File: config.mk
export PLATFORM = sky130hd
export DESIGN_NAME = gin_id_scan_loader
export DESIGN_NICKNAME = d
export VERILOG_FILES = /design/src/rtl/gin_id_scan_loader.sv
export SDC_FILE = /design/constraint.sdc
export NUM_CORES = 1
export LEC_CHECK = 0
export ABC_AREA = 1
export BUFFER_PORTS_ARGS = -buffer_cell sky130_fd_sc_hd__buf_4
export CORE_MARGIN = 1
export CORE_UTILIZATION = 59
export DETAILED_ROUTE_END_ITERATION = 8
export HOLD_SLACK_MARGIN = 0.02
export PLACE_DENSITY = 0.85
export SLEW_MARGIN = 20
export SYNTH_ARGS = -nofsm -noshare
export SYNTH_HDL_FRONTEND = slang
export SYNTH_SLANG_ARGS = --single-unit
File: constraint.sdc
create_clock -name link_clk -period 2.99 [get_ports link_clk]
set_input_delay 0.1495 -clock link_clk [delete_from_list [all_inputs] [get_ports link_clk]]
set_output_delay 0.1495 -clock link_clk [all_outputs]
set_load 0.005 [all_outputs]
File: src/rtl/gin_id_scan_loader.sv
// ---------------------------------------------------------------------------
// gin_id_scan_loader
//
// Loads one column tag ID per multicast controller (MCC) into the GIN X-bus
// daisy-chained ID scan path (se_id / si_id / so_id). An optional second
// pass shifts the same pattern through again while checking what comes back
// on so_id. gin_hold stays high for the whole sequence so that the GIN source
// keeps enable_in low until the IDs are valid.
//
// Ports
//   link_clk   in   clock shared with the scan chain
//   reset      in   asynchronous, active-low reset
//   start      in   load request, sampled only in IDLE
//   verify_en  in   sampled with start; 1 = run the readback pass
//   abort      in   return to IDLE from any state (highest priority)
//   cfg_ids    in   flat ID vector, column c at [c*COL_TAG_WIDTH +: COL_TAG_WIDTH]
//   so_id      in   scan-out of the last MCC in the chain
//   se_id      out  scan enable to every MCC
//   si_id      out  scan-in to the first MCC
//   gin_hold   out  high while busy
//   busy       out  sequence in progress
//   done       out  one-cycle pulse at sequence end
//   error      out  sticky readback mismatch flag
//   err_cnt    out  mismatching bits in the last verify pass (saturating)
// ---------------------------------------------------------------------------
module gin_id_scan_loader #(
    parameter  int NUM_OF_COLS   = 14,
    parameter  int COL_TAG_WIDTH = 4,
    localparam int CHAIN_LEN     = NUM_OF_COLS * COL_TAG_WIDTH,
    localparam int CNT_W         = $clog2(CHAIN_LEN + 1)
) (
    input  logic                 link_clk,
    input  logic                 reset,
    input  logic                 start,
    input  logic                 verify_en,
    input  logic                 abort,
    input  logic [CHAIN_LEN-1:0] cfg_ids,
    input  logic                 so_id,
    output logic                 se_id,
    output logic                 si_id,
    output logic                 gin_hold,
    output logic                 busy,
    output logic                 done,
    output logic                 error,
    output logic [CNT_W-1:0]     err_cnt
);

    typedef enum logic [1:0] {
        IDLE   = 2'd0,
        LOAD   = 2'd1,
        VERIFY = 2'd2,
        DONE   = 2'd3
    } state_t;

    localparam logic [CNT_W-1:0] LAST_BIT = CNT_W'(CHAIN_LEN - 1);
    localparam logic [CNT_W-1:0] ERR_MAX  = CNT_W'(CHAIN_LEN);

    state_t               r_state,   r_state_next;
    logic [CHAIN_LEN-1:0] r_shift,   r_shift_next;
    logic [CNT_W-1:0]     r_bit_cnt, r_bit_cnt_next;
    logic                 r_verify,  r_verify_next;
    logic                 r_se,      r_se_next;
    logic                 r_si,      r_si_next;
    logic                 r_busy,    r_busy_next;
    logic                 r_done,    r_done_next;
    logic                 r_error,   r_error_next;
    logic [CNT_W-1:0]     r_err_cnt, r_err_cnt_next;

    // The shift register rotates instead of shifting out, so after CHAIN_LEN
    // steps it holds the original pattern again and the verify pass simply
    // keeps rotating.
    logic [CHAIN_LEN-1:0] w_shift_rot;
    logic                 w_last_bit;

    assign w_shift_rot = {r_shift[CHAIN_LEN-2:0], r_shift[CHAIN_LEN-1]};
    assign w_last_bit  = (r_bit_cnt == LAST_BIT);

    always_ff @(posedge link_clk or negedge reset) begin
        if (!reset) begin
            r_state   <= IDLE;
            r_shift   <= '0;
            r_bit_cnt <= '0;
            r_verify  <= 1'b0;
            r_se      <= 1'b0;
            r_si      <= 1'b0;
            r_busy    <= 1'b0;
            r_done    <= 1'b0;
            r_error   <= 1'b0;
            r_err_cnt <= '0;
        end else begin
            r_state   <= r_state_next;
            r_shift   <= r_shift_next;
            r_bit_cnt <= r_bit_cnt_next;
            r_verify  <= r_verify_next;
            r_se      <= r_se_next;
            r_si      <= r_si_next;
            r_busy    <= r_busy_next;
            r_done    <= r_done_next;
            r_error   <= r_error_next;
            r_err_cnt <= r_err_cnt_next;
        end
    end

    always_comb begin
        r_state_next   = r_state;
        r_shift_next   = r_shift;
        r_bit_cnt_next = r_bit_cnt;
        r_verify_next  = r_verify;
        r_se_next      = 1'b0;
        r_si_next      = 1'b0;
        r_busy_next    = 1'b0;
        r_done_next    = 1'b0;
        r_error_next   = r_error;
        r_err_cnt_next = r_err_cnt;

        case (r_state)
            IDLE: begin
                if (start && !abort) begin
                    // si_id is registered, so the first bit goes straight to
                    // r_si and the shift register is loaded already rotated
                    // by one so its MSB is the second bit.
                    r_shift_next   = {cfg_ids[CHAIN_LEN-2:0], cfg_ids[CHAIN_LEN-1]};
                    r_si_next      = cfg_ids[CHAIN_LEN-1];
                    r_verify_next  = verify_en;
                    r_bit_cnt_next = '0;
                    r_error_next   = 1'b0;
                    r_err_cnt_next = '0;
                    r_se_next      = 1'b1;
                    r_busy_next    = 1'b1;
                    r_state_next   = LOAD;
                end
            end

            LOAD: begin
                r_shift_next   = w_shift_rot;
                r_bit_cnt_next = r_bit_cnt + 1'b1;
                if (w_last_bit && !r_verify) begin
                    r_bit_cnt_next = '0;
                    r_done_next    = 1'b1;
                    r_state_next   = DONE;
                end else begin
                    if (w_last_bit) begin
                        r_bit_cnt_next = '0;
                        r_state_next   = VERIFY;
                    end
                    r_se_next   = 1'b1;
                    r_si_next   = r_shift[CHAIN_LEN-1];
                    r_busy_next = 1'b1;
                end
            end

            VERIFY: begin
                // The chain is exactly CHAIN_LEN deep, so the bit emerging on
                // so_id now is the one being driven on si_id now: the
                // registered si_id is the expected readback bit.
                if (so_id != r_si) begin
                    r_error_next = 1'b1;
                    if (r_err_cnt != ERR_MAX) begin
                        r_err_cnt_next = r_err_cnt + 1'b1;
                    end
                end
                r_shift_next   = w_shift_rot;
                r_bit_cnt_next = r_bit_cnt + 1'b1;
                if (w_last_bit) begin
                    r_bit_cnt_next = '0;
                    r_done_next    = 1'b1;
                    r_state_next   = DONE;
                end else begin
                    r_se_next   = 1'b1;
                    r_si_next   = r_shift[CHAIN_LEN-1];
                    r_busy_next = 1'b1;
                end
            end

            DONE: begin
                r_state_next = IDLE;
            end

            default: begin
                r_state_next = IDLE;
            end
        endcase

        // Abort drops everything without a done pulse; the mismatch result
        // gathered so far is kept, and this cycle's compare is discarded.
        if (abort && (r_state != IDLE)) begin
            r_state_next   = IDLE;
            r_bit_cnt_next = '0;
            r_se_next      = 1'b0;
            r_si_next      = 1'b0;
            r_busy_next    = 1'b0;
            r_done_next    = 1'b0;
            r_error_next   = r_error;
            r_err_cnt_next = r_err_cnt;
        end
    end

    assign se_id    = r_se;
    assign si_id    = r_si;
    assign busy     = r_busy;
    assign gin_hold = r_busy;
    assign done     = r_done;
    assign error    = r_error;
    assign err_cnt  = r_err_cnt;

endmodule
==> impl_metrics.yaml <==
timing:
  finalMaxSlewViolations: 0
  post-route-min-period_ns: 1.970
  finalCritPeriodShare_pct: 65.90
  hold_violations: 0
  slew_headroom_pct: 40.33
  clock.fmax_ghz: 0.5075
  finalSetupTns_ns: 0
  setup_violations: 0
  worst_pin_slew_ns: 0.8950
  skew_ns: 0.008976
  rsz0062_at_grt: "false"
pwr:
  peakVddDrop_uv: 598.8
  leakage_uw: 0.002198
  p_per_area_nw_per_um2: 1108
critical_path:
  critPathCaptureType: "register"
  crit_top_cell: "nand2_1"
  critPathMaxStageDelay_ns: 0.46
  cp_slowest_cell: "buf_4"
  start_kind: "register"
  startpoint: "r_state[0]$_DFFE_PN0P_"
  crit_arrival_ns: 2.26
  rr_endpoint: "r_bit_cnt[5]$_DFFE_PN0P_"
  r2r_start: "r_state[0]$_DFFE_PN0P_"
  crit_buf_inv: 3
  crit_path_max_fanout: 58
  required_ns: 3.28
  crit_chain: "inv_1 -> ha_2 -> buf_4 -> nand3_1 -> nor2_1 -> nand2_1 -> inv_1 -> nand2_1 -> nand2_1"
  path_delay_family: "buffers and inverters"
  r2r_cells: 9
  critical_path_class: "register to register"
  rrSetupSlack_ns: 1.02
floorplan:
  pin_count: 74
  coreArea_um2: 5956
  row_count: 28
  start_util_pct: 61.72
  die_area_um2: 6550
  dieWidth_um: 80.94
  dieHeight_um: 80.94
clock_network:
  cts_tree: "done"
  clk_pin_slew_worst_paths_ns: 0.08
  post_cts_buffers: 0
  root_buffer: "clkbuf_8"
  clock-sinks: 75
  cts_max_level: 3
  numCtsBuffers: 9
  clkLatencyLatePin_ns: 0.35
  clock_path_buffers: 2
  cts_resized: 0
final_layout:
  num_antenna_cells: 0
  drive_gt1_share_pct: 18.76
  fill_cells: 452
  nets: 597
  area_delta_synth_final_pct: 22.29
  postLayoutCellArea_um2: 4496
drt:
  routed_wl_um: 7776
  viasPerCell: 5.367
  vias: 3263
  postRouteAntennaNets: 0
  drt-pass1-iter-count: 4
  wl_per_cell_um: 12.79
  drcViolationCount: 0
  drt-initial-drc-count: 258
grt:
  grt_pass1_wl_um: 13480
  grt_pass1_vias: 3097
  antenna_found_initial: 0
  overflow: 0
  track_usage_pct: 26.97
  grt_max_degree: 76
worst_hold_path:
  holdPathEnd: "r_shift[54]$_DFFE_PN0P_"
  min_delay_path_depth: 3
  worstHoldStart: "cfg_ids[53]"
  holdCritPathClass: "primary input to register"
synth:
  synth-seq-area-share_pct: 51.06
  ys_seq_elements: 75
  synth_cells: 462
  synth_fp_nets: 531
  synth.distinct_cells: 23
  synth_area_per_cell_um2: 7.957
  yosysWarnings: 0
  synth_area_um2: 3676
run:
  drv_cap: 0
placed_design:
  io_buffers: 73
  gp_congestion: 0.9446
  dp_hpwl_um: 5277
  place_area_um2: 4242
run_status:
  status: "finished clean"
per-layer routing:
layer / GRT usage [%] / part of all wire [%] / vias to the layer above
met1: 34.38 / 44 / 1537
met4: 10.00 / 1.6 / 0
met2: 45.55 / 50 / 84
met5: 0 / 0 / -
li1: - / - / 1630
met3: 5.281 / 4.8 / 12
metrics by stage:
stage	setup slack, ns	hold WS [ns]	total power, uW	cells	utilization [%]
after floorplan	1.416	-0.1461	3530	462	-
after global placement	1.141	0.3469	3950	590	71.22
after detailed placement	1.060	0.3449	4066	590	71.22
after CTS	1.035	0.05450	4999	608	75.48
after global routing	0.8173	0.05839	5435	608	75.48
final	1.020	0.06238	4980	608	75.48
flip-flops by register name (all words and copies together), names as in the netlist:
| signal | count |
|---|---|
| r_verify | 1 |
| error | 1 |
| si_id | 1 |
| r_shift | 56 |
| r_bit_cnt | 6 |
| done | 1 |
| busy | 1 |
| err_cnt | 6 |
| r_state | 2 |
layout by cell type, fill, tap and decap left out, drive strengths merged, types with 2 or more instances in the layout:
| master | instances |
|---|---|
| nor2 | 70 |
| a31oi | 56 |
| xnor2 | 5 |
| nand2 | 165 |
| ha | 7 |
| nand3 | 14 |
| clkbuf | 12 |
| o21bai | 2 |
| buf | 79 |
| dlygate4sd3 | 2 |
| bufinv | 3 |
| nor3 | 2 |
| clkinv | 2 |
| inv | 23 |
| a21oi | 2 |
| dfrtp | 75 |
| o21ai | 11 |
cell families after synthesis:
| group | synth area share, % |
|---|---|
| buffers and inverters | 6.501 |
| AO/OA/AOI/OAI | 11.88 |
| flip-flops | 51.06 |
| AND/OR/NAND/NOR | 26.75 |
| XOR/XNOR | 1.430 |
| adder cells (fa/ha/maj) | 2.382 |
layout make-up:
class / count / area [um2] / area share (%)
flip-flops and latches: 75 / 1877 / 41.75
multi-input cells: 337 / 1563 / 34.76
repair buffers: 81 / 638.1 / 14.19
clock buffers: 12 / 135.1 / 3.006
clock inverters: 4 / 98.84 / 2.199
well taps: 75 / 93.84 / 2.087
inverters: 24 / 90.09 / 2.004
synth_stat cells (all sizes together):
cell / n / area share [%]
a21oi: 2 / 0.27
dfrtp: 75 / 51
nand2: 165 / 17
a31oi: 56 / 9.5
nor3: 2 / 0.27
clkbuf: 10 / 1.0
o21bai: 2 / 0.41
nor2: 70 / 7.4
inv: 24 / 2.5
buf: 16 / 3.0
ha: 7 / 2.4
o21ai: 11 / 1.5
o22ai: 1 / 0.17
xor2: 1 / 0.24
xnor2: 5 / 1.2
nand4: 1 / 0.17
nand3: 14 / 2.0
how the worst max path moves through the flow:
| stage | depth (start not counted) | to |
|---|---|---|
| final | 9 | r_bit_cnt[5]$_DFFE_PN0P_ |
| after global routing | 9 | r_bit_cnt[5]$_DFFE_PN0P_ |
| after CTS | 7 | r_bit_cnt[0]$_DFFE_PN0P_ |
| after detailed placement | 7 | r_bit_cnt[0]$_DFFE_PN0P_ |
| after global placement | 7 | r_bit_cnt[3]$_DFFE_PN0P_ |
| after floorplan | 7 | r_shift[10]$_DFFE_PN0P_ |
worst register-to-register path: stages, from the launching register on:
cell and delay [ns]:
dfrtp_1 0.42, inv_1 0.09, ha_2 0.33, buf_4 0.46, nand3_1 0.14, nor2_1 0.15, nand2_1 0.11, inv_1 0.08
nand2_1 0.06, nand2_1 0.06
where the power goes:
| part | switching, uW | leakage [uW] | internal, uW |
|---|---|---|---|
| logic | 1440 | 0.00119 | 852 |
| registers | 271 | 0.000891 | 1490 |
| clock network | 364 | 0.000115 | 557 |
| total | 2080 | 0.00220 | 2900 |
what timing repair did:
item,in CTS,in global routing
endpoints found under the setup margin,0,0
endpoints found under the hold margin,76,0
hold buffers,2,0
Power figures use the tool's default switching activity.
